--- config.mk ---
export PLATFORM = sky130hd
export DESIGN_NAME = uart_tx_arbiter
export DESIGN_NICKNAME = d
export VERILOG_FILES = /design/src/rtl/uart_arb_pkg.sv /design/src/rtl/uart_rr_pick.sv /design/src/rtl/uart_tx_arbiter.sv
export SDC_FILE = /design/constraint.sdc
export NUM_CORES = 1
export LEC_CHECK = 0
export CORE_MARGIN = 3
export CORE_UTILIZATION = 24
export CTS_BUF_LIST = sky130_fd_sc_hd__clkbuf_4 sky130_fd_sc_hd__clkbuf_8
export DETAILED_ROUTE_END_ITERATION = 8
export SLEW_MARGIN = 25
export SYNTH_ARGS = -nofsm -noshare
export SYNTH_HDL_FRONTEND = slang
export SYNTH_HIERARCHICAL = 1
export SYNTH_SLANG_ARGS = --single-unit
--- constraint.sdc ---
create_clock -name clk -period 3.1 [get_ports clk]
set_clock_uncertainty 0.15 [all_clocks]
set_input_delay 0.62 -clock clk [delete_from_list [all_inputs] [get_ports clk]]
set_output_delay 0.62 -clock clk [all_outputs]
set_load 0.005 [all_outputs]
--- src/rtl/uart_arb_pkg.sv ---
// -----------------------------------------------------------------------------
// uart_arb_pkg
// Shared types and defaults for the UART transmit arbiter.
//   arb_state_t  : arbiter FSM states
//   DATA_W_DEF   : byte width of the UART data interface
//   TIMEOUT_DEF  : default watchdog limit in WAIT_DONE (cycles)
//   WDOG_W       : watchdog counter width
// -----------------------------------------------------------------------------
package uart_arb_pkg;

    typedef enum logic [1:0] {
        IDLE,
        ISSUE,
        WAIT_DONE,
        COOLDOWN
    } arb_state_t;

    localparam int unsigned DATA_W_DEF  = 8;
    localparam int unsigned TIMEOUT_DEF = 4095;
    localparam int unsigned WDOG_W      = 16;

endpackage

--- src/rtl/uart_rr_pick.sv ---
// -----------------------------------------------------------------------------
// uart_rr_pick
// Combinational round-robin picker: first set request at or after the pointer,
// searching upward with wrap-around.
//   i_req    : request vector
//   i_ptr    : round-robin pointer (highest-priority index)
//   o_valid  : at least one request is set
//   o_onehot : one-hot winner (all zero when o_valid is low)
//   o_idx    : winner index
// -----------------------------------------------------------------------------
module uart_rr_pick #(
    parameter int unsigned NUM_REQ = 4,
    localparam int unsigned IDX_W  = $clog2(NUM_REQ)
) (
    input  logic [NUM_REQ-1:0] i_req,
    input  logic [IDX_W-1:0]   i_ptr,
    output logic               o_valid,
    output logic [NUM_REQ-1:0] o_onehot,
    output logic [IDX_W-1:0]   o_idx
);

    logic [2*NUM_REQ-1:0] w_masked;
    int unsigned          w_pos;

    // The request vector is duplicated; bits below the pointer are masked in
    // the lower copy only, so the lowest surviving bit is the wrap-around winner.
    always_comb begin
        w_masked = '0;
        for (int unsigned j = 0; j < 2 * NUM_REQ; j++) begin
            if (j >= NUM_REQ) begin
                w_masked[j] = i_req[j - NUM_REQ];
            end else begin
                w_masked[j] = i_req[j] && (j >= 32'(i_ptr));
            end
        end

        w_pos = 0;
        for (int unsigned j = 2 * NUM_REQ; j > 0; j--) begin
            if (w_masked[j-1]) begin
                w_pos = j - 1;
            end
        end

        o_valid  = |i_req;
        o_idx    = IDX_W'((w_pos >= NUM_REQ) ? (w_pos - NUM_REQ) : w_pos);
        o_onehot = '0;
        if (o_valid) begin
            o_onehot[o_idx] = 1'b1;
        end
    end

endmodule

--- src/rtl/uart_tx_arbiter.sv ---
// -----------------------------------------------------------------------------
// uart_tx_arbiter
// Round-robin sharing of one byte UART transmitter among NUM_REQ clients,
// with a watchdog that aborts a transfer the UART never completes.
//   clk, rst     : clock, synchronous active-high reset
//   req          : per-client request, held until gnt
//   req_data     : per-client byte, slice i = [i*DATA_W +: DATA_W]
//   gnt          : one-hot 1-cycle pulse, byte accepted
//   ack          : one-hot 1-cycle pulse, transfer completed or aborted
//   uart_data    : byte to the UART
//   uart_start   : 1-cycle start pulse to the UART
//   uart_done    : UART done status (level)
//   busy         : arbiter not in IDLE
//   owner        : index of current or last granted client
//   timeout_err  : 1-cycle pulse with the ack of an aborted transfer
// -----------------------------------------------------------------------------
module uart_tx_arbiter
    import uart_arb_pkg::*;
#(
    parameter int unsigned NUM_REQ = 4,
    parameter int unsigned DATA_W  = DATA_W_DEF,
    parameter int unsigned TIMEOUT = TIMEOUT_DEF,
    parameter int unsigned IDX_W   = $clog2(NUM_REQ)
) (
    input  logic                      clk,
    input  logic                      rst,
    input  logic [NUM_REQ-1:0]        req,
    input  logic [NUM_REQ*DATA_W-1:0] req_data,
    output logic [NUM_REQ-1:0]        gnt,
    output logic [NUM_REQ-1:0]        ack,
    output logic [DATA_W-1:0]         uart_data,
    output logic                      uart_start,
    input  logic                      uart_done,
    output logic                      busy,
    output logic [IDX_W-1:0]          owner,
    output logic                      timeout_err
);

    arb_state_t           r_state;
    logic [IDX_W-1:0]     r_ptr;
    logic [IDX_W-1:0]     r_owner;
    logic [NUM_REQ-1:0]   r_gnt;
    logic [NUM_REQ-1:0]   r_ack;
    logic [DATA_W-1:0]    r_data;
    logic                 r_start;
    logic                 r_terr;
    logic                 r_busy;
    logic                 r_done_q;
    logic [WDOG_W-1:0]    r_wdog;

    logic                 w_valid;
    logic [NUM_REQ-1:0]   w_onehot;
    logic [IDX_W-1:0]     w_idx;
    logic [NUM_REQ-1:0]   w_owner_oh;
    logic [WDOG_W-1:0]    w_wdog_inc;
    logic                 w_done_rise;

    uart_rr_pick #(
        .NUM_REQ (NUM_REQ)
    ) u_pick (
        .i_req    (req),
        .i_ptr    (r_ptr),
        .o_valid  (w_valid),
        .o_onehot (w_onehot),
        .o_idx    (w_idx)
    );

    always_comb begin
        w_owner_oh          = '0;
        w_owner_oh[r_owner] = 1'b1;
        w_wdog_inc          = (r_wdog == '1) ? r_wdog : r_wdog + 1'b1;
        // A done level left over from the previous transfer is not a completion.
        w_done_rise         = uart_done && !r_done_q;
    end

    always_ff @(posedge clk) begin
        if (rst) begin
            r_state  <= IDLE;
            r_ptr    <= '0;
            r_owner  <= '0;
            r_gnt    <= '0;
            r_ack    <= '0;
            r_data   <= '0;
            r_start  <= 1'b0;
            r_terr   <= 1'b0;
            r_busy   <= 1'b0;
            r_done_q <= 1'b0;
            r_wdog   <= '0;
        end else begin
            r_done_q <= uart_done;
            r_gnt    <= '0;
            r_ack    <= '0;
            r_start  <= 1'b0;
            r_terr   <= 1'b0;
            case (r_state)
                IDLE: begin
                    if (w_valid) begin
                        r_data  <= req_data[w_idx*DATA_W +: DATA_W];
                        r_owner <= w_idx;
                        r_gnt   <= w_onehot;
                        r_busy  <= 1'b1;
                        r_state <= ISSUE;
                    end
                end
                ISSUE: begin
                    r_start <= 1'b1;
                    r_wdog  <= '0;
                    r_ptr   <= (r_owner == IDX_W'(NUM_REQ - 1)) ? '0 : r_owner + 1'b1;
                    r_state <= WAIT_DONE;
                end
                WAIT_DONE: begin
                    // Completion is checked first so it wins over a coincident timeout.
                    if (w_done_rise) begin
                        r_ack   <= w_owner_oh;
                        r_state <= COOLDOWN;
                    end else begin
                        r_wdog <= w_wdog_inc;
                        if (w_wdog_inc == WDOG_W'(TIMEOUT)) begin
                            r_ack   <= w_owner_oh;
                            r_terr  <= 1'b1;
                            r_state <= COOLDOWN;
                        end
                    end
                end
                COOLDOWN: begin
                    r_busy  <= 1'b0;
                    r_state <= IDLE;
                end
                default: begin
                    r_busy  <= 1'b0;
                    r_state <= IDLE;
                end
            endcase
        end
    end

    assign gnt         = r_gnt;
    assign ack         = r_ack;
    assign uart_data   = r_data;
    assign uart_start  = r_start;
    assign busy        = r_busy;
    assign owner       = r_owner;
    assign timeout_err = r_terr;

endmodule

==> results of run 1 <==
## layout make-up
type	instances	area (um2)	share of cell area
repair buffers	68	658	0.198
flip-flops and latches	42	841	0.253
inverters	10	37.5	0.0113
clock buffers	5	68.8	0.0207
multi-input cells	222	1510	0.454
well taps	133	166	0.0501
clock inverters	3	40.0	0.0121
## registers in the layout, summed over array words and instances, names as in the netlist
name and count:
r_ptr 2, r_done_q 1, busy 1, gnt 4
uart_start 1, r_wdog 16, ack 4, owner 2
r_state 2, uart_data 8, timeout_err 1
## power groups by stage
stage | sequential, uW | clock (uW) | combinational (uW)
CTS | 693 | 455 | 733
global placement | 700 | 0 | 720
detailed placement | 704 | 0 | 728
global route | 705 | 480 | 817
floorplan | 695 | 0 | 434
finish | 692 | 435 | 723
## metal layers
layer	part of all wire	wire length [um]	up-vias	global-route usage
met5	0	0	-	0
met4	0.010	65	0	0.0292
met3	0.082	529	7	0.0391
met2	0.48	3080	82	0.192
met1	0.43	2740	1100	0.139
li1	-	-	1177	-
## through the flow
stage               hold slack (ns)  std cells  power [uW]  utilization  setup slack, ns
floorplan                     0.303        288        1130            -            0.755
CTS                           0.309        483        1880        0.338            0.449
global route                  0.337        483        2000        0.338            0.245
detailed placement            0.300        475        1430        0.327            0.366
finish                        0.309        483        1850        0.338            0.441
global placement              0.291        475        1420        0.327            0.407
## critical path: cells and delay by family (launching register included)
| family | cells | cell delay [ns] |
|---|---|---|
| AO/OA/AOI/OAI | 3 | 0.83 |
| XOR/XNOR | 1 | 0.17 |
| flip-flops | 1 | 0.51 |
| multiplexers | 1 | 0.19 |
| AND/OR/NAND/NOR | 2 | 0.75 |
## kinds of logic (layout without fill, tap and decap cells)
logic type | count (synthesis) | after routing | share of synthesized area
simple gates | 122 | 122 | 0.270
buf+inv | 24 | 86 | 0.0389
compound gates | 78 | 78 | 0.209
xor+xnor | 3 | 3 | 0.0107
mux | 10 | 10 | 0.0819
flops | 42 | 42 | 0.344
fa+ha+maj | 9 | 9 | 0.0461
## worst paths after layout
check | startpoint | to | slack (ns) | depth (start not counted)
max | r_wdog[4] | r_state[1] | 0.44 | 7
min | uart_data[0] | uart_data[0] | 0.31 | 2
max reg2reg | r_wdog[4] | r_state[1] | 0.44 | 7
min reg2reg | uart_data[0] | uart_data[0] | 0.31 | 2
## cells in the final DEF (no fill, tap or decap), drive strengths merged, types with 8 or more instances in the layout
cell | netlist | layout
dfxtp | 42 | 42
buf | 3 | 9
mux4 | 8 | 8
ha | 9 | 9
nand2 | 35 | 35
nor2 | 25 | 25
and2 | 8 | 8
nand2b | 9 | 9
a21oi | 33 | 33
nand3 | 8 | 8
nor3 | 11 | 11
clkdlybuf4s50 | 0 | 59
inv | 10 | 10
o21ai | 16 | 16
==> out/metrics.cfg, run 1 <==
[sta]
worstMarginPinSlew_ns = 0.652
finalCriticalPeriod_ns = 2.66
period_share = 0.858
final_max_slew_viol_count = 0
rsz0062_at_grt = no
slew-limit-headroom = 0.562
setup_viol = 0
finalSetupTns_ns = 0
finalHoldViolations = 0
timing.fmax_mhz = 376

[logic_synthesis]
synthesis.nets = 336
yosysTopAreaCell = dfxtp_1
ys.flop_type = dfxtp_1
synth.most_common_cell = dfxtp_1
synth_top_area_share = 0.344
synth_cells = 288
ys_ff_latch = 42
syn_area_um2 = 2440
synth-edff-count = 0
synth_common_cells = 42 x dfxtp_1, 33 x nand2_1, 32 x a21oi_1
async_reset_ff_frac = 0
yosys-top-cells-area = dfxtp_1 34%, mux4_2 7.4%, a21oi_1 6.6%
yosysSeqAreaShare = 0.344
syn_avg_cell_area_um2 = 8.49
yosysWarnings = 6
synth.distinct_cells = 59

[global_routing]
antenna_found_initial = 0
gr-total-overflow = 0
grt_pass1_wl_um = 10600
grt_max_degree = 23
grt_pass1_vias = 2214
grt_usage = 0.114

[clocking]
cts_inserted_buffers = 5
clock_path_buffers = 2
clock-root-buffer = clkbuf_8
htreeDepth = 2
cts_sinks = 42
clock_latency_ns = 0.30
clkTransAtPathRegs_ns = 0.08
postCtsHoldBufs = 0
cts_tree = yes
post_cts_resized = 0
postCtsSetupRepairBufs = 0

[run_status]
status = finished clean

[finish]
nFillCells = 1065
n_antenna_cell = 0
fin_nets = 397
drive_gt1_frac = 0.117
area_growth_pct = 35.8
fin_area_um2 = 3320

[power]
p_per_area_nw_per_um2 = 557
ir_worst_vdd_uv = 224
power_leakage_uw = 0.00115
p_comb_frac = 0.391
seqPwrFrac = 0.374
switchingPower_uw = 633
clockPowerShare = 0.235
power.internal_uw = 1220
switching_share = 0.342

[die]
dieArea_um2 = 11400
ios = 60
die_x_um = 107
initial_core_util = 0.249
coreArea_um2 = 9820
num_rows = 36
die_h_um = 107

[worst_setup_path]
crit_chain = nand3_2 -> nor4_1 -> xor2_1 -> a2111oi_2 -> o2111ai_2 -> a2bb2oi_2 -> mux2i_1
timing_worst_setup_path_type = register to register
critPathCaptureType = register
worstSetupStartpointType = register
cpMaxStageDelayCell = nor4_1
required_ns = 3.18
critical_path_arrival_ns = 2.74
cp_max_fo = 9
cp_slowest_stage_delay_ns = 0.56

[detailed_routing]
first_pass_iters = 4
antenna_left = 0
drt_wl_total_um = 6420
routedWlPerCell_um = 13.3
drtIter0Drc = 69
vias_per_cell = 4.90
drc = 0
vias = 2366

[placed_design]
dp_hpwl_um = 4800
dpl_cell_area_um2 = 3210
port-buffer-count = 59
gp_congestion = 0.900

[worst_hold_path]
hold_path_class = register to register

[job]
cap_violations = 0

No activity file was read; power rests on OpenSTA's default activity.
==> run 2: changes to the inputs <==
SKIP_LAST_GASP = 1   (was default)
SYNTH_HIERARCHICAL = default   (was 1)
==> run 2 against run 1 <==
Synthesized cell count up 8.0%. Worst hold slack worse by 0.0017 ns. Sequential share of layout area down 0.42 points. Clock-buffer cell count up 1. Die area up 1.3%. Register-to-register slack worse by 0.08 ns. Final cell count up 4.3%. Non-clock buffer count up 4. Largest cell class unchanged. Sequential cell count unchanged.
==> out/metrics.cfg, run 2 <==
[clocking]
clkTransAtPathRegs_ns = 0.08  ; about the same
clock_path_buffers = 2  ; unchanged
postCtsHoldBufs = 0  ; unchanged
htreeDepth = 2  ; unchanged
cts_tree = yes  ; unchanged
clock-root-buffer = clkbuf_8  ; unchanged
clock_latency_ns = 0.29  ; was 0.30 ns
post_cts_resized = 0  ; unchanged
cts_sinks = 42  ; unchanged
cts_inserted_buffers = 5  ; unchanged
postCtsSetupRepairBufs = 0  ; unchanged

[finish]
fin_nets = 419  ; was 397
area_growth_pct = 36.3  ; was 35.8%
final_common_cell = clkdlybuf4s50_1  ; unchanged
mostFrequentLayoutCells = 59 x clkdlybuf4s50_1, 42 x dfxtp_1, 41 x nand2_1, 27 x a21oi_1, 27 x nor2_1  ; was 59 x clkdlybuf4s50_1, 42 x dfxtp_1, 33 x nand2_1, 32 x a21oi_1, 24 x nor2_1
drive_gt1_frac = 0.0809  ; was 0.117
largest_reg_flops = 16  ; unchanged
nFillCells = 1066  ; was 1065
fin_area_um2 = 3380  ; was 3320 um2
largest-register = r_wdog  ; unchanged
n_antenna_cell = 0  ; unchanged

[worst_hold_path]
min_to = uart_data[6]  ; was uart_data[0]
hold_path_class = register to register  ; unchanged
holdPathStages = 2  ; unchanged
hp-start = uart_data[6]  ; was uart_data[0]

[sta]
finalHoldViolations = 0  ; unchanged
slew-limit-headroom = 0.530  ; was 0.562
timing.fmax_mhz = 365  ; was 376 MHz
finalSetupTns_ns = 0  ; unchanged
period_share = 0.883  ; was 0.858
worstMarginPinSlew_ns = 0.704  ; was 0.652 ns
rsz0062_at_grt = no  ; unchanged
final_max_slew_viol_count = 0  ; unchanged
setup_viol = 0  ; unchanged
finalCriticalPeriod_ns = 2.74  ; was 2.66 ns

[worst_setup_path]
timing_worst_setup_path_type = register to register  ; unchanged
worstSetupStartpointType = register  ; unchanged
r2r-end = r_state[0]  ; was r_state[1]
path_delay_family = simple AND/OR/NAND/NOR gates  ; was compound AO/OA/AOI/OAI gates
r2r_slack_ns = 0.36  ; was 0.44 ns
crit_buf_inv = 0  ; unchanged
cp_max_fo = 9  ; unchanged
cp_slowest_stage_delay_ns = 0.55  ; was 0.56 ns
reg2reg_from = r_wdog[5]  ; was r_wdog[4]
required_ns = 3.15  ; was 3.18 ns
crit_chain = nand4_2 -> nor4_1 -> o31ai_1 -> a222oi_1 -> and4bb_1 -> o21ai_2 -> a211oi_2  ; was nand3_2 -> nor4_1 -> xor2_1 -> a2111oi_2 -> o2111ai_2 -> a2bb2oi_2 -> mux2i_1
cpMaxStageDelayCell = nor4_1  ; unchanged
critPathCaptureType = register  ; unchanged
critical_path_arrival_ns = 2.78  ; was 2.74 ns
reg2reg_depth = 7  ; unchanged

[detailed_routing]
drtIter0Drc = 127  ; was 69
drc = 0  ; unchanged
routedWlPerCell_um = 13.0  ; was 13.3 um
antenna_left = 0  ; unchanged
first_pass_iters = 4  ; unchanged
vias_per_cell = 4.82  ; was 4.90
vias = 2430  ; was 2366
drt_wl_total_um = 6570  ; was 6420 um

[global_routing]
antenna_found_initial = 0  ; unchanged
grt_usage = 0.112  ; was 0.114
grt_max_degree = 22  ; was 23
gr-total-overflow = 0  ; unchanged
grt_pass1_vias = 2358  ; was 2214
grt_pass1_wl_um = 10800  ; was 10600 um

[logic_synthesis]
synth_top_area_share = 0.339  ; was 0.344
yosys-top-cells-area = dfxtp_1 34%, mux2i_1 7.7%, nand2_1 6.2%  ; was dfxtp_1 34%, mux4_2 7.4%, a21oi_1 6.6%
synth.distinct_cells = 53  ; was 59
synth.most_common_cell = dfxtp_1  ; unchanged
synth_cells = 311  ; was 288
ys_ff_latch = 42  ; unchanged
yosysTopAreaCell = dfxtp_1  ; unchanged
yosysSeqAreaShare = 0.339  ; was 0.344
synth_common_cells = 42 x dfxtp_1, 41 x nand2_1, 27 x a21oi_1, 27 x nor2_1, 19 x mux2i_1  ; was 42 x dfxtp_1, 33 x nand2_1, 32 x a21oi_1
async_reset_ff_frac = 0  ; unchanged
synthesis.nets = 359  ; was 336
synth-edff-count = 0  ; unchanged
ys.flop_type = dfxtp_1  ; unchanged
yosysWarnings = 0  ; was 6
syn_avg_cell_area_um2 = 7.97  ; was 8.49 um2
syn_area_um2 = 2480  ; was 2440 um2

[power]
power_leakage_uw = 0.00122  ; was 0.00115 uW
ir_worst_vdd_uv = 238  ; was 224 uV
p_per_area_nw_per_um2 = 574  ; was 557 nW/um2

[placed_design]
port-buffer-count = 59  ; unchanged
gp_congestion = 0.891  ; was 0.900
dp_hpwl_um = 4980  ; was 4800 um
dpl_cell_area_um2 = 3260  ; was 3210 um2

[die]
dieArea_um2 = 11600  ; was 11400 um2
die_h_um = 108  ; was 107 um
ios = 60  ; unchanged
num_rows = 36  ; unchanged
initial_core_util = 0.250  ; was 0.249
die_x_um = 108  ; was 107 um
coreArea_um2 = 9910  ; was 9820 um2

[job]
cap_violations = 0  ; unchanged

[run_status]
status = finished clean  ; unchanged

## run 2: tightest hold or removal path, delay by kind of cell, from the launching register on
family,cells,cell delay (ns)
AO/OA/AOI/OAI,1,0.05
flip-flops,1,0.31
AND/OR/NAND/NOR,1,0.05
## run 2: cell families after synthesis
| family | synth area share |
|---|---|
| buf+inv | 0.0525 |
| flops | 0.339 |
| simple gates | 0.293 |
| fa+ha+maj | 0.0455 |
| mux | 0.0813 |
| compound gates | 0.177 |
| xor+xnor | 0.0106 |
## run 2: cell type report
| class | instances | area, um2 | area share |
|---|---|---|---|
| sequential | 42 | 841 | 0.249 |
| timing repair buffer | 72 | 701 | 0.207 |
| inverter | 12 | 45.0 | 0.0133 |
| clock buffer | 6 | 82.6 | 0.0245 |
| multi-input combinational | 238 | 1510 | 0.448 |
| tap | 133 | 166 | 0.0493 |
| clock inverter | 1 | 30.0 | 0.00889 |
## run 2: worst max path at each step
stage | startpoint | slack (ns) | endpoint | cells after the start
detailed placement | req[1] | 0.42 | uart_data[3] | 9
floorplan | r_wdog[1] | 0.66 | r_state[0] | 10
global route | r_wdog[5] | 0.09 | ack[2] | 7
CTS | r_wdog[5] | 0.44 | r_state[0] | 7
finish | r_wdog[5] | 0.36 | r_state[0] | 7
global placement | req[1] | 0.44 | uart_data[3] | 9
## run 2: per-layer routing
metal  GRT usage  routed length [um]
met5           0                   0
met4      0.0325                  59
met3      0.0294                 495
met2       0.191                3120
met1       0.139                2890
## run 2: through the flow
step           instances  total power, uW   util  hold slack (ns)  setup WS, ns
2_1_floorplan        311             1160      -            0.303         0.658
3_3_place_gp         497             1510  0.329            0.293         0.436
3_5_place_dp         497             1520  0.329            0.296         0.418
4_1_cts              504             1970  0.341            0.308         0.444
5_1_grt              504             2090  0.341            0.321        0.0889
6_report             504             1940  0.341            0.308         0.363
## run 2: power by group
part	switching [uW]	internal (uW)	leakage (uW)
Clock	179	258	0.0000573
Combinational	445	378	0.000820
Sequential	54.7	624	0.000342
Total	678	1260	0.00122
==> run 3: changes to the inputs <==
MAX_ROUTING_LAYER = met4   (was default)
PLACE_DENSITY = 0.49   (was default)
SLEW_MARGIN = 20   (was 25)
==> run 3 against run 2 <==
Worst setup slack improved by 0.068 ns. Maximum frequency rose by 2.5%. Final cell count rose by 0.99%. Largest power group unchanged. Combinational power is essentially flat. Sequential cell count stayed put. Non-clock buffer count increased by 4.
==> out/metrics.cfg, run 3 (same netlist as run 2, synthesis figures left out) <==
[run_status]
status = finished clean  ; unchanged

[global_routing]
gr-total-overflow = 0  ; unchanged
grt_max_degree = 19  ; was 22
grt_pass1_vias = 2281  ; was 2358
antenna_found_initial = 0  ; unchanged
grt_pass1_wl_um = 11400  ; was 10800 um
grt_usage = 0.123  ; was 0.112

[placed_design]
dp_hpwl_um = 5150  ; was 4980 um
dp.cells = 501  ; was 497
port-buffer-count = 59  ; unchanged
dpl_cell_area_um2 = 3280  ; was 3260 um2
gp_congestion = 0.887  ; was 0.891

[finish]
mostFrequentLayoutCells = 59 x clkdlybuf4s50_1, 42 x dfxtp_1, 41 x nand2_1, 27 x a21oi_1, 27 x nor2_1  ; unchanged
fin_util = 0.340  ; was 0.341
fin_nets = 423  ; was 419
fin_cells = 509  ; was 504
nFillCells = 1035  ; was 1066
area_growth_pct = 36.1  ; was 36.3%
fin_area_um2 = 3370  ; was 3380 um2
n_antenna_cell = 0  ; unchanged
drive_gt1_frac = 0.0931  ; was 0.0809
largest_reg_flops = 16  ; unchanged
largest-register = r_wdog  ; unchanged
final_common_cell = clkdlybuf4s50_1  ; unchanged

[sta]
finalSetupTns_ns = 0  ; unchanged
rsz0062_at_grt = no  ; unchanged
timing.fmax_mhz = 375  ; was 365 MHz
final_max_slew_viol_count = 0  ; unchanged
finalHoldViolations = 0  ; unchanged
finalCriticalPeriod_ns = 2.67  ; was 2.74 ns
slew-limit-headroom = 0.512  ; was 0.530
period_share = 0.861  ; was 0.883
worstMarginPinSlew_ns = 0.731  ; was 0.704 ns
setup_viol = 0  ; unchanged

[die]
die_h_um = 108  ; unchanged
ios = 60  ; unchanged
coreArea_um2 = 9910  ; unchanged
dieArea_um2 = 11600  ; unchanged
num_rows = 36  ; unchanged
die_x_um = 108  ; unchanged
initial_core_util = 0.250  ; unchanged

[detailed_routing]
drc = 0  ; unchanged
routedWlPerCell_um = 13.7  ; was 13.0 um
drt_wl_total_um = 6950  ; was 6570 um
first_pass_iters = 4  ; unchanged
antenna_left = 0  ; unchanged
vias_per_cell = 4.82  ; about the same
vias = 2451  ; was 2430
drtIter0Drc = 124  ; was 127

[worst_setup_path]
required_ns = 3.19  ; was 3.15 ns
cp_max_fo = 8  ; was 9
worstSetupStartpointType = register  ; unchanged
reg2reg_from = r_wdog[1]  ; was r_wdog[5]
critical_path_arrival_ns = 2.76  ; was 2.78 ns
startpoint = r_wdog[1]  ; was r_wdog[5]
timing_worst_setup_path_type = register to register  ; unchanged
critPathCaptureType = register  ; unchanged

[power]
power.total_uw = 1870  ; was 1940 uW
p_per_area_nw_per_um2 = 554  ; was 574 nW/um2
ir_worst_vdd_uv = 259  ; was 238 uV
power_leakage_uw = 0.00123  ; was 0.00122 uW

[clocking]
post_cts_resized = 0  ; unchanged
cts_inserted_buffers = 5  ; unchanged
htreeDepth = 2  ; unchanged
clock-root-buffer = clkbuf_8  ; unchanged
clock_latency_ns = 0.29  ; about the same
cts_sinks = 42  ; unchanged
clkTransAtPathRegs_ns = 0.09  ; was 0.08 ns
postCtsHoldBufs = 0  ; unchanged
postCtsSetupRepairBufs = 0  ; unchanged
cts_tree = yes  ; unchanged
clock_path_buffers = 2  ; unchanged

[worst_hold_path]
hp-start = uart_data[7]  ; was uart_data[6]
hold_path_class = register to register  ; unchanged

[job]
cap_violations = 0  ; unchanged

-- run 3: worst max-delay path, cell delays in order, from the launching register on --
cell      delay (ns)
dfxtp_1         0.48
ha_1            0.34
inv_1           0.07
nor4_1          0.50
o31ai_1         0.12
a222oi_1        0.34
nand4b_1        0.19
a21oi_1         0.28
and2_1          0.16
-- run 3: routing by layer --
layer  GRT usage  up-vias  wire, um
li1            -     1256         -
met1       0.160     1138      3350
met2       0.202       53      3300
met3      0.0210        4       242
met4      0.0271        0        64
met5           -        -         0
-- run 3: path summary, 6_finish.rpt --
path	to	slack [ns]	cells past startpoint
setup / recovery	ack[1]	0.43	8
hold reg to reg	uart_data[7]	0.31	2
setup reg to reg	ack[1]	0.43	8
hold / removal	uart_data[7]	0.31	2
-- run 3: metrics by stage --
stage	worst slack (ns)	hold WS, ns
final	0.430	0.308
after global placement	0.405	0.295
after CTS	0.426	0.312
after floorplan	0.658	0.303
after detailed placement	0.368	0.301
after global routing	0.0608	0.330
-- run 3: final cells by class --
type	count	area (um2)	share of cell area
well taps	133	166	0.0494
flip-flops and latches	42	841	0.249
multi-input cells	238	1510	0.448
inverters	12	45.0	0.0134
clock inverters	2	13.8	0.00408
repair buffers	76	718	0.213
clock buffers	6	76.3	0.0226
-- run 3: report_power, final --
part | internal [uW] | switching, uW
clock | 168 | 201
sequential | 624 | 55.1
combinational | 374 | 446
